### src/rtl/effective_address_unit.sv
// -----------------------------------------------------------------------------
// effective_address_unit
//
// Resolves the PDP-8 memory-reference effective address (EA) for one
// instruction. It sits directly upstream of memory_controller: the pointer
// read and the auto-index write-back are issued through the controller's
// address / enable / data ports.
//
// Addressing handled:
//   - direct, page zero      : EA = {5'b0, IR[6:0]}
//   - direct, current page   : EA = {pc[11:7], IR[6:0]}
//   - indirect               : EA = M[DA]
//   - auto-index (DA in AUTOINDEX_LO..AUTOINDEX_HI, indirect only):
//                              M[DA] <= M[DA] + 1, EA = M[DA] + 1
//   Opcodes 6 (IOT) and 7 (OPR) are not memory references; they complete
//   immediately with is_mem_ref = 0 and never touch memory.
//
// Parameters:
//   READ_LATENCY  cycles between the read-strobe cycle and the edge that
//                 samples mem_read_data (0 = combinational memory)
//   AUTOINDEX_LO  lowest auto-index location
//   AUTOINDEX_HI  highest auto-index location
//   DATA_READ     encoding of a data read on mem_read_type
//
// Ports:
//   clk               system clock, all state on the rising edge
//   reset_n           asynchronous, active-low reset
//   start             request EA resolution; sampled only in IDLE
//   instruction[11:0] IR[11:9] opcode, IR[8] I, IR[7] Z, IR[6:0] offset
//   pc[11:0]          address of the instruction (not incremented)
//   mem_read_data     read data from memory_controller
//   mem_address       address to memory_controller (0 when no strobe)
//   mem_write_data    write data to memory_controller (0 when no strobe)
//   mem_read_enable   one-cycle read strobe
//   mem_read_type     DATA_READ while mem_read_enable = 1, else 0
//   mem_write_enable  one-cycle write strobe
//   eaddr             resolved EA; held until the next accepted start
//   is_mem_ref        opcode 0-5; valid with eaddr
//   autoindexed       the auto-index increment was performed; valid with eaddr
//   busy              1 in every state except IDLE
//   done              one-cycle pulse: eaddr / is_mem_ref / autoindexed valid
//
// Latency, counting the start edge as cycle 0, done is high in:
//   cycle 1                   direct or non-memory-reference
//   cycle 2 + READ_LATENCY    indirect
//   cycle 3 + READ_LATENCY    auto-index
// -----------------------------------------------------------------------------
`timescale 1ns/1ps

module effective_address_unit #(
  parameter int unsigned READ_LATENCY = 0,
  parameter logic [11:0] AUTOINDEX_LO = 12'o0010,
  parameter logic [11:0] AUTOINDEX_HI = 12'o0017,
  parameter logic        DATA_READ    = 1'b0
) (
  input  logic        clk,
  input  logic        reset_n,
  input  logic        start,
  input  logic [11:0] instruction,
  input  logic [11:0] pc,
  input  logic [11:0] mem_read_data,
  output logic [11:0] mem_address,
  output logic [11:0] mem_write_data,
  output logic        mem_read_enable,
  output logic        mem_read_type,
  output logic        mem_write_enable,
  output logic [11:0] eaddr,
  output logic        is_mem_ref,
  output logic        autoindexed,
  output logic        busy,
  output logic        done
);

  // ---------------------------------------------------------------------------
  // Types and constants
  // ---------------------------------------------------------------------------
  typedef enum logic [2:0] {
    S_IDLE,
    S_RD,
    S_WAIT,
    S_WR,
    S_DONE
  } state_e;

  // The wait counter is loaded with READ_LATENCY-1 and counts down to 0, so
  // it only has to hold READ_LATENCY-1. Keep at least one bit so the
  // declaration stays legal when READ_LATENCY is 0 or 1.
  localparam int unsigned CNT_W = (READ_LATENCY > 1) ? $clog2(READ_LATENCY) : 1;
  localparam logic [CNT_W-1:0] CNT_LOAD =
    CNT_W'((READ_LATENCY > 0) ? READ_LATENCY - 1 : 0);

  // ---------------------------------------------------------------------------
  // Helpers
  // ---------------------------------------------------------------------------
  // Direct address: Z selects the current page of the instruction, otherwise
  // page zero.
  function automatic logic [11:0] direct_addr(input logic [11:0] ir,
                                              input logic [11:0] page_pc);
    return ir[7] ? {page_pc[11:7], ir[6:0]} : {5'b0, ir[6:0]};
  endfunction

  function automatic logic in_autoindex(input logic [11:0] addr);
    return (addr >= AUTOINDEX_LO) && (addr <= AUTOINDEX_HI);
  endfunction

  // ---------------------------------------------------------------------------
  // State
  // ---------------------------------------------------------------------------
  state_e             state_q;
  logic [11:0]        da_q;        // direct address of the accepted instruction
  logic [11:0]        ptr_inc_q;   // incremented pointer awaiting write-back
  logic [CNT_W-1:0]   wait_cnt_q;

  logic [11:0]        mem_address_q;
  logic [11:0]        mem_write_data_q;
  logic               mem_read_enable_q;
  logic               mem_read_type_q;
  logic               mem_write_enable_q;
  logic [11:0]        eaddr_q;
  logic               is_mem_ref_q;
  logic               autoindexed_q;
  logic               busy_q;
  logic               done_q;

  // ---------------------------------------------------------------------------
  // Combinational decode of the incoming instruction and the read path
  // ---------------------------------------------------------------------------
  logic [11:0] da_d;          // direct address of the instruction on the inputs
  logic        mem_ref_d;     // opcode 0-5
  logic        indirect_d;    // needs the pointer read
  logic        sample_d;      // this edge samples mem_read_data
  logic [11:0] ptr_inc_d;     // sampled pointer + 1, wraps 7777 -> 0000

  // NOTE: every signal assigned in always_comb gets a default at the top, so
  // no path through the block can leave it unassigned and infer a latch.
  always_comb begin
    da_d       = direct_addr(instruction, pc);
    mem_ref_d  = (instruction[11:9] < 3'd6);
    indirect_d = mem_ref_d && instruction[8];
    sample_d   = 1'b0;
    if (state_q == S_RD) begin
      sample_d = (READ_LATENCY == 0);
    end else if (state_q == S_WAIT) begin
      sample_d = (wait_cnt_q == '0);
    end
    ptr_inc_d  = mem_read_data + 12'd1;
  end

  // pc[6:0] never matters: the page of the instruction is pc[11:7] and the
  // offset always comes from IR[6:0].
  logic unused_pc_offset;
  assign unused_pc_offset = ^pc[6:0];

  // ---------------------------------------------------------------------------
  // FSM with registered outputs
  //
  // Strobes and done are one-cycle events: they default low on every edge and
  // the transition into the state that owns them raises them for exactly that
  // state's single cycle. mem_address / mem_write_data fall back to 0 with the
  // strobes.
  // ---------------------------------------------------------------------------
  // NOTE: sequential state uses non-blocking assignments so every register
  // samples the pre-edge values, independent of statement order.
  always_ff @(posedge clk or negedge reset_n) begin
    // NOTE: every register, including the latched address and the wait
    // counter, is cleared by reset; a reset mid-transaction therefore drops
    // any active strobe immediately and leaves no stale transaction behind.
    if (!reset_n) begin
      state_q            <= S_IDLE;
      da_q               <= '0;
      ptr_inc_q          <= '0;
      wait_cnt_q         <= '0;
      mem_address_q      <= '0;
      mem_write_data_q   <= '0;
      mem_read_enable_q  <= 1'b0;
      mem_read_type_q    <= 1'b0;
      mem_write_enable_q <= 1'b0;
      eaddr_q            <= '0;
      is_mem_ref_q       <= 1'b0;
      autoindexed_q      <= 1'b0;
      busy_q             <= 1'b0;
      done_q             <= 1'b0;
    end else begin
      mem_address_q      <= '0;
      mem_write_data_q   <= '0;
      mem_read_enable_q  <= 1'b0;
      mem_read_type_q    <= 1'b0;
      mem_write_enable_q <= 1'b0;
      done_q             <= 1'b0;

      unique case (state_q)
        S_IDLE: begin
          if (start) begin
            da_q          <= da_d;
            is_mem_ref_q  <= mem_ref_d;
            autoindexed_q <= 1'b0;
            busy_q        <= 1'b1;
            if (indirect_d) begin
              // Pointer read is issued in the RD cycle that follows.
              state_q           <= S_RD;
              mem_read_enable_q <= 1'b1;
              mem_read_type_q   <= DATA_READ;
              mem_address_q     <= da_d;
            end else begin
              // Direct reference or IOT/OPR: the EA is the direct address.
              state_q <= S_DONE;
              eaddr_q <= da_d;
              done_q  <= 1'b1;
            end
          end
        end

        S_RD, S_WAIT: begin
          if (sample_d) begin
            // The range test uses DA, so a current-page reference on page 0
            // that lands on an auto-index location also increments.
            if (in_autoindex(da_q)) begin
              state_q            <= S_WR;
              ptr_inc_q          <= ptr_inc_d;
              mem_write_enable_q <= 1'b1;
              mem_address_q      <= da_q;
              mem_write_data_q   <= ptr_inc_d;
            end else begin
              state_q <= S_DONE;
              eaddr_q <= mem_read_data;
              done_q  <= 1'b1;
            end
          end else if (state_q == S_RD) begin
            state_q    <= S_WAIT;
            wait_cnt_q <= CNT_LOAD;
          end else begin
            wait_cnt_q <= wait_cnt_q - CNT_W'(1);
          end
        end

        S_WR: begin
          state_q       <= S_DONE;
          eaddr_q       <= ptr_inc_q;
          autoindexed_q <= 1'b1;
          done_q        <= 1'b1;
        end

        S_DONE: begin
          // A start seen here is dropped, not queued.
          state_q <= S_IDLE;
          busy_q  <= 1'b0;
        end

        default: begin
          state_q <= S_IDLE;
          busy_q  <= 1'b0;
        end
      endcase
    end
  end

  // ---------------------------------------------------------------------------
  // Outputs
  // ---------------------------------------------------------------------------
  assign mem_address      = mem_address_q;
  assign mem_write_data   = mem_write_data_q;
  assign mem_read_enable  = mem_read_enable_q;
  assign mem_read_type    = mem_read_type_q;
  assign mem_write_enable = mem_write_enable_q;
  assign eaddr            = eaddr_q;
  assign is_mem_ref       = is_mem_ref_q;
  assign autoindexed      = autoindexed_q;
  assign busy             = busy_q;
  assign done             = done_q;

endmodule
### config.mk
export PLATFORM = sky130hd
export DESIGN_NAME = effective_address_unit
export DESIGN_NICKNAME = d
export VERILOG_FILES = /design/src/rtl/effective_address_unit.sv
export SDC_FILE = /design/constraint.sdc
export NUM_CORES = 1
export LEC_CHECK = 0
export ABC_AREA = 1
export BUFFER_PORTS_ARGS = -buffer_cell sky130_fd_sc_hd__clkbuf_2
export CAP_MARGIN = 20
export CELL_PAD_IN_SITES_DETAIL_PLACEMENT = 1
export CELL_PAD_IN_SITES_GLOBAL_PLACEMENT = 1
export CORE_UTILIZATION = 35
export CTS_CLUSTER_SIZE = 40
export DETAILED_ROUTE_END_ITERATION = 7
export PLACE_DENSITY_LB_ADDON = 0.1
export RECOVER_POWER = 50
export SLEW_MARGIN = 15
export SYNTH_ARGS = -nofsm -noshare
export SYNTH_HDL_FRONTEND = slang
export SYNTH_SLANG_ARGS = --single-unit
### constraint.sdc
create_clock -name clk -period 1.3 [get_ports clk]
set_input_delay 0.13 -clock clk [delete_from_list [all_inputs] [get_ports clk]]
set_output_delay 0.13 -clock clk [all_outputs]
set_load 0.1 [all_outputs]
==> results of run 1 <==
[cell families after synthesis]
logic type,count (synthesis)
and+or+nand+nor,244
DFF,70
buffers and inverters,48
AOI/OAI and AO/OA,27
xor gates and xnor gates,3
adders and majority gates,1
other,1
[critical path, delay by kind of cell, from the launching register on]
kind / cells / cell delay [ps]
and+or+nand+nor: 5 / 540
DFF: 1 / 470
buffers and inverters: 3 / 450
[worst min-delay path by stage]
stage | slack (ps) | depth (start not counted) | endpoint
final | 50 | 3 | mem_address[11]
after global routing | 40 | 3 | mem_address[4]
after CTS | 20 | 3 | mem_address[10]
after detailed placement | 150 | 2 | mem_address[0]
after global placement | 150 | 2 | mem_address[0]
after floorplan | -170 | 0 | autoindexed
[cells in the final DEF (no fill, tap or decap), drive strengths merged]
cell type / Yosys / final
buf: 11 / 84
a21oi: 3 / 3
nor2: 42 / 43
nand4: 14 / 14
dfrtp: 70 / 70
inv: 33 / 36
o21ai: 22 / 22
o21bai: 1 / 1
dlygate4sd3: 0 / 1
a21boi: 1 / 1
nand3: 42 / 43
clkbuf: 4 / 42
clkinv: 0 / 6
xnor2: 1 / 1
ha: 1 / 1
xor2: 2 / 2
nand2: 146 / 147
clkinvlp: 0 / 1
conb: 1 / 1
[through the flow]
step / cell area (µm²) / cells / setup TNS (ps)
3_3_place_gp: 4029 / 591 / -9921
5_1_grt: 4935 / 627 / -16530
2_1_floorplan: 3258 / 394 / -221.7
6_report: 4935 / 627 / -13210
4_1_cts: 4576 / 618 / -7487
3_5_place_dp: 4029 / 591 / -14020
[layer usage]
layer / vias up / routed length (µm)
li1: 1497 / -
met1: 1564 / 4676
met4: 0 / 321
met2: 86 / 6146
met3: 25 / 423
met5: - / 0
[Yosys cell counts (all sizes together), types with 2 or more instances]
| cell type | instances | area (µm²) |
|---|---|---|
| nand4 | 14 | 87.58 |
| dfrtp | 70 | 1752 |
| buf | 11 | 90.08 |
| nand3 | 42 | 240.2 |
| nand2 | 146 | 568.0 |
| nor2 | 42 | 190.2 |
| a21oi | 3 | 15.01 |
| o21ai | 22 | 113.9 |
| xor2 | 2 | 17.52 |
| inv | 33 | 123.9 |
| clkbuf | 4 | 15.01 |
[registers in the layout, indices dropped and copies added, names as in the netlist]
name	cells
state_q	3
busy	1
mem_write_data	12
mem_address	12
autoindexed	1
is_mem_ref	1
eaddr	12
done	1
da_q	12
wait_cnt_q	1
mem_write_enable	1
ptr_inc_q	12
mem_read_enable	1
[repair_timing]
item	in CTS	in global routing
endpoints found under the hold margin	70	0
gates resized for setup	95	93
hold buffers	1	0
pin swaps	17	36
setup buffers	7	5
gates cloned	4	4
setup endpoints to repair	69	69
[cell type report]
| class | instances | area share (%) |
|---|---|---|
| Clock buffer | 9 | 2.510 |
| Clock inverter | 7 | 0.8367 |
| Inverter | 33 | 2.814 |
| Multi-Input combinational cell | 279 | 35.40 |
| Sequential cell | 70 | 35.55 |
| Tap cell | 108 | 2.738 |
| Timing Repair Buffer | 118 | 19.47 |
| Timing Repair inverter | 3 | 0.6846 |
[where the power goes]
part	internal, W	leakage [nW]	switching [W]
Sequential	0.00271	0.879	0.000480
Combinational	0.00166	1.57	0.00397
Clock	0.000678	0.0885	0.000888
Total	0.00505	2.54	0.00534
==> results.txt, run 1 <==
The number of register bits inferred by synthesis came out at 70. At the later pin of the worst-skew pair, clock insertion delay measures 360 ps. The class of the most critical setup path was reg2reg. The first-pass GRT wire length is 17.37 mm, and the overall die area is 9685 µm². In the routed layout, each cell is associated on average with a via count of 5.059.

In this run the tool buffered the top-level ports with 72 buffer cells. The maximum cell stage delay along the critical path was 470 ps. The tool flagged a number of max-cap violations equal to 0. The simple-gate area share of the yosys netlist is 33.38%. Across the whole layout, storage elements account for 1754 µm². The shortest clock period the worst path allows after layout was 1543 ps; the final hold violation count was 0. For the DRC violations left, the log shows 0. Yosys mapped a number of flops with a built-in enable equal to 0. Of all flip-flops after synthesis, the portion carrying an async set or reset was 100.0%. The standard cell with the maximum stage delay on the critical path was sky130_fd_sc_hd__dfrtp_2. In this run the clock root is driven by a sky130_fd_sc_hd__clkbuf_8.

The number of nets in the synthesized netlist is 434. The floorplan step set the die height to 98.41 µm. The data required time at the worst endpoint came out at 1590 ps.

The measured slew at the worst slew-check pin is 761.7 ps. The cell count of the worst reg-to-reg path works out to 8. For this run, global-route usage on met1 was measured as 29.31%. The logs give 23.58% for the aggregate global-route resource usage and 3253 µm² for the synthesized area. The logs give -373.4 ps for the placement-stage worst setup slack and 3172 for the via count of the routed design. Fill cells in the final layout number 1061. The run finished, with violations left. The worst hold slack was 45.53 ps; the count of unique library cells instantiated by Yosys was 27. The wire-length estimate of the detail-placed layout is 7.232 mm. In the synthesized netlist, the number of instances is 394. Remaining number of nets flagged by the antenna check after routing: 0. By area, the combinational part of the netlist is dominated by simple AND/OR/NAND/NOR gates. TritonCTS built the clock tree.

For this run, global-route usage on met2 was measured as 40.52%. The starting utilization of the core area is 36.76%. The tools report the end of the critical path as mem_address[7]. Dividing the synthesized area by the synthesized cell count gives 8.257 µm².

In the final layout, the multi-input gates occupy 1747 µm². The worst register-to-register path ends at mem_address[7]. Nature of the critical path endpoint: a flop. Yosys printed 0 warnings.

The checks that failed: setup timing. For the number of setup violations in the final report, the log shows 69. Origin of the worst setup path: state_q[2].

For the fmax, the log shows 648.0 MHz. In this run the tightest slew margin relative to its limit is 49.22%. The detailed router finished its first iteration with 148 violations. After the last flow step, the layout net total stands at 554. Summing the areas of all xor and xnor instances in the mapped netlist gives 0.8077% of the synthesized area. Summed over all layers, the global routing overflow is 0. The maximum level of the CTS H-tree was 3; the average wire per standard cell was 18.45 µm. The area growth from synthesis to layout is 51.69%. After synthesis, flip-flops and latches occupy 53.85% of the total area.

Clock skew on the completed layout was measured at 9.924 ps. For flop-to-flop paths, the worst setup slack is -240 ps. The hold path startpoint is pc[11]. The layer flagged by global routing as most heavily used is met2. The count of antenna diodes in the layout is 0. The leakage power came out at 2.536 nW. The tools report the number of antenna violations at the first check in global routing as 0. The run gives 3438 as the via count of the first global-routing pass. The period utilization works out to 118.7%. The utilization after layout came out at 55.77%.

The total area inside the core boundary comes to 8848 µm². The run gives 34 as the row count. The run gives -243.3 ps as the final critical-path setup slack. The final count of pins violating max slew was 0; the count of pins on the block boundary was 82.

The sum of routed wire length over all layers was 11.57 mm; the data arrival at the endpoint of the critical path was 1830 ps. Largest net degree at the start of global routing: 42. The synthesized netlist devotes 4.423% of its cell area to compound gates. In this run, CTS created clock tree buffers numbering 9.

Across the VDD grid, the largest voltage drop is 0.9371 mV. The first detailed-routing pass took 6 iterations. The multiplexer fraction of the synthesized cell area was 0%; the met3 global-route usage was 4.823%. The start of the worst register-to-register path was state_q[2]. Share of post-route cells with drive strength above 1: 48.75%.

Summing the areas of all fa, ha and maj instances in the mapped netlist gives 0.3846% of the synthesized area. The tools report the total chip power as 0.01039 W. In the synthesized netlist the dominant register cell turns out to be sky130_fd_sc_hd__dfrtp_1. In this run the worst hold path is classified as in2reg. The critical path goes through nor2_4 > nand2_2 > buf_6 > nor2_4 > buf_8 > buf_6 > nand2_4 > nor2_1.

Setup repair after global routing could not meet its margin everywhere. The run gives 2 as the number of buffers on the longest clock path. STA classifies the critical path startpoint as a flop. The run gives 70 as the number of sinks on the clock net.

Measured along the x axis, the die boundary spans 98.41 µm. The final weighted congestion of routability-driven global placement was 0.7875. Clock-pin slew of the registers on the worst-case setup and hold paths: 80 ps. In this run the worst path has a maximum fanout of 5. For this design the ratio of total power to cell area is 2105 nW/µm².
Power figures use the tool's default switching activity.
==> run 2: changes to the inputs <==
- SETUP_SLACK_MARGIN: unset -> 0.02
==> results.txt, run 2 (synthesis results as in run 1) <==
The number of buffers inserted during clock tree synthesis was 9 (unchanged). The power per unit of standard cell area came out at 2093 nW/µm² (-0.59%). Setup repair after global routing could not meet its margin everywhere. The maximum level of the CTS H-tree is 3 (unchanged). The most frequent standard cell in the layout excluding fill and tap cells was sky130_fd_sc_hd__nand2_1. Root cell of the clock tree: sky130_fd_sc_hd__clkbuf_8. The period utilization is 112.5% (-6.2 points).

The count of antenna diodes in the layout is 0 (unchanged). In the layout the commonest cells are sky130_fd_sc_hd__nand2_1, sky130_fd_sc_hd__dfrtp_1, sky130_fd_sc_hd__buf_4. The via count of the first global-routing pass was 3246 (-5.6%); the final critical-path setup slack was -162.9 ps (+80.42 ps). Worst min-delay path category: in2reg. The relative slew slack was 40.40% (-8.8 points). The first-pass GRT wire length is 16.15 mm (-7.0%). The measured slew at the worst slew-check pin was 894.0 ps (+132.3 ps); the final global-route overflow total was 0 (unchanged). The width of the chip came out at 98.41 µm (unchanged). The number of maximum-capacitance violations was 0 (unchanged); the maximum cell stage delay along the critical path was 440 ps (-30 ps). The leakage power was 2.606 nW (+2.8%); the fmax was 683.6 MHz (+5.5%). The row count is 34 (unchanged). The run finished, with violations left. TritonCTS built the clock tree.

The number of antenna violations at the first check in global routing is 0 (unchanged). Total chip power: 0.01032 W (-0.64%). Walking the worst path, the cells encountered are nor2_4 > buf_6 > nand2_8 > nand2_8 > nand3_4 > nor2_4 > buf_12 > inv_6 > nor2_2. Standard cell with the maximum stage delay on the critical path: sky130_fd_sc_hd__dfrtp_2.

The largest net degree at the start of global routing is 71 (+69%). The switching power summed over all nets is 0.005037 W (-5.7%), and the data arrival at the endpoint of the critical path is 1750 ps (-80 ps). The final reports fail on setup timing. The post-detailed-route via-to-cell ratio was 4.892 (-3.3%); the count of port buffers added during placement was 72 (unchanged). The later-pin clock latency in the skew report was 350 ps (about the same).

For the number of setup violations in the final report, the log shows 62 (-10%). The shortest clock period the worst path allows after layout is 1463 ps (-80.42 ps), and the average wire per standard cell is 16.42 µm (-11%). The clock-pin slew of the registers on the worst-case setup and hold paths works out to 80 ps (about the same). The maximum fanout along the worst path was 7 (+2); the final count of pins violating max slew was 0 (unchanged).

The tools report the total of fill cells in the finished design as 1054 (-0.66%). The tools report the kind of launch point of the worst setup path as a flop. The switching portion of total power works out to 48.81% (-2.6 points). The setup TNS after final layout is -6458 ps (+6751 ps), and the number of nets in the layout is 547 (-1.3%).

The share of power burned in combinational logic is 52.6% (-1.7 points). The share of post-route cells with drive strength above 1 was 47.75% (-1.0 points); the total internal power was 0.005284 W (+4.7%). The final hold violation count was 0 (unchanged); the remaining number of nets flagged by the antenna check after routing was 0 (unchanged).

The count of pins on the block boundary is 82 (unchanged), and the standard cell core area is 8848 µm² (unchanged). The class of the most critical setup path is reg2reg. The DRC violations left was 0 (unchanged); the HPWL after detailed placement was 6.892 mm (-4.7%). The aggregate global-route resource usage is 21.65% (-1.9 points). The number of buffers on the longest clock path is 2 (unchanged). The number of sinks on the clock net was 70 (unchanged).

Height of the die: 98.41 µm (unchanged). The run gives 1580 ps (about the same) as the data required time at the worst endpoint. The starting utilization of the core area was 36.76% (unchanged). The overall die area was 9685 µm² (unchanged); the portion of total power attributed to sequential cells was 30.2% (-0.5 points). Area growth from synthesis to layout: 51.62% (about the same). The via count of the routed design was 3028 (-4.5%); the combined buffer and inverter count along the critical path was 3 (unchanged).

The run gives 0.8022 mV (-14%) as the peak supply drop. Clock share of power: 17.2% (+2.1 points). The cell family with the largest share of critical-path delay was simple AND/OR/NAND/NOR gates. The DRC violation total after the first TritonRoute iteration is 66 (-55%). The tools report the iteration count of the initial detailed-routing pass as 6 (unchanged). The nature of the critical path endpoint was a flop.

The logs give 10.16 mm (-12%) for the sum of routed wire length over all layers and 0.8705 (+11%) for the final weighted congestion of routability-driven global placement. The post-route clock skew was 12.65 ps (+2.722 ps).
## run 2: cell type report
type                    count  area (µm²)  share of cell area (%)
well taps                 108       135.1                   2.740
clock inverters             5       58.81                   1.192
inverters                  33       147.6                   2.993
multi-input cells         276        1737                   35.21
flip-flops and latches     70        1755                   35.59
repair buffers            117       960.9                   19.48
clock buffers              10       137.6                   2.790
## run 2: routing by layer
layer	wire [µm]	up-vias	share of wire [%]	GRT usage [%]
li1	-	1471	-	-
met1	4405	1493	43	26.82
met2	5296	55	52	37.87
met3	323	9	3.2	4.326
met4	138	0	1.4	7.233
met5	0	-	0	0
## run 2: final timing paths
check | to | from | cells past startpoint | slack [ps]
worst max-delay path | mem_write_data[3] | state_q[2] | 9 | -160
worst max register to register | mem_write_data[3] | state_q[2] | 9 | -160
max in group asynchronous | state_q[2] | reset_n | 3 | 130
worst min register to register | eaddr[8] | eaddr[8] | 2 | 480
worst min-delay path | da_q[2] | instruction[2] | 3 | 40
min in group asynchronous | is_mem_ref | reset_n | 3 | 510
## run 2: power by group through the flow
stage                     Sequential, W  Combinational [W]  Clock (W)
after floorplan                 0.00475            0.00146          0
after global placement          0.00308            0.00433          0
after detailed placement        0.00310            0.00440          0
after CTS                       0.00308            0.00491    0.00184
after global routing            0.00317            0.00575    0.00191
final                           0.00311            0.00543    0.00178
## run 2: tightest hold or removal path, delay by kind of cell
family                 cells  cell delay [ps]
buffers and inverters      1              100
AND/OR/NAND/NOR            2              120
## run 2: repair_timing
| action | in CTS | in global routing |
|---|---|---|
| hold buffers | 1 | 0 |
| pin swaps | 17 | 35 |
| endpoints found under the setup margin | 69 | 69 |
| endpoints found under the hold margin | 70 | 0 |
| setup buffers | 7 | 2 |
| resized for setup | 75 | 101 |
## run 2: per-stage QoR
step | utilization [%] | setup WS (ps) | hold WS [ps] | cells | area, µm²
after CTS | 51.75 | -161.1 | 8.461 | 618 | 4579
after floorplan | - | -19.61 | -165.6 | 394 | 3258
after global placement | 45.96 | -323.3 | 187.4 | 596 | 4066
after detailed placement | 45.96 | -380.2 | 191.0 | 596 | 4066
final | 55.74 | -162.9 | 42.09 | 619 | 4932
after global routing | 55.74 | -220.9 | 25.58 | 619 | 4932
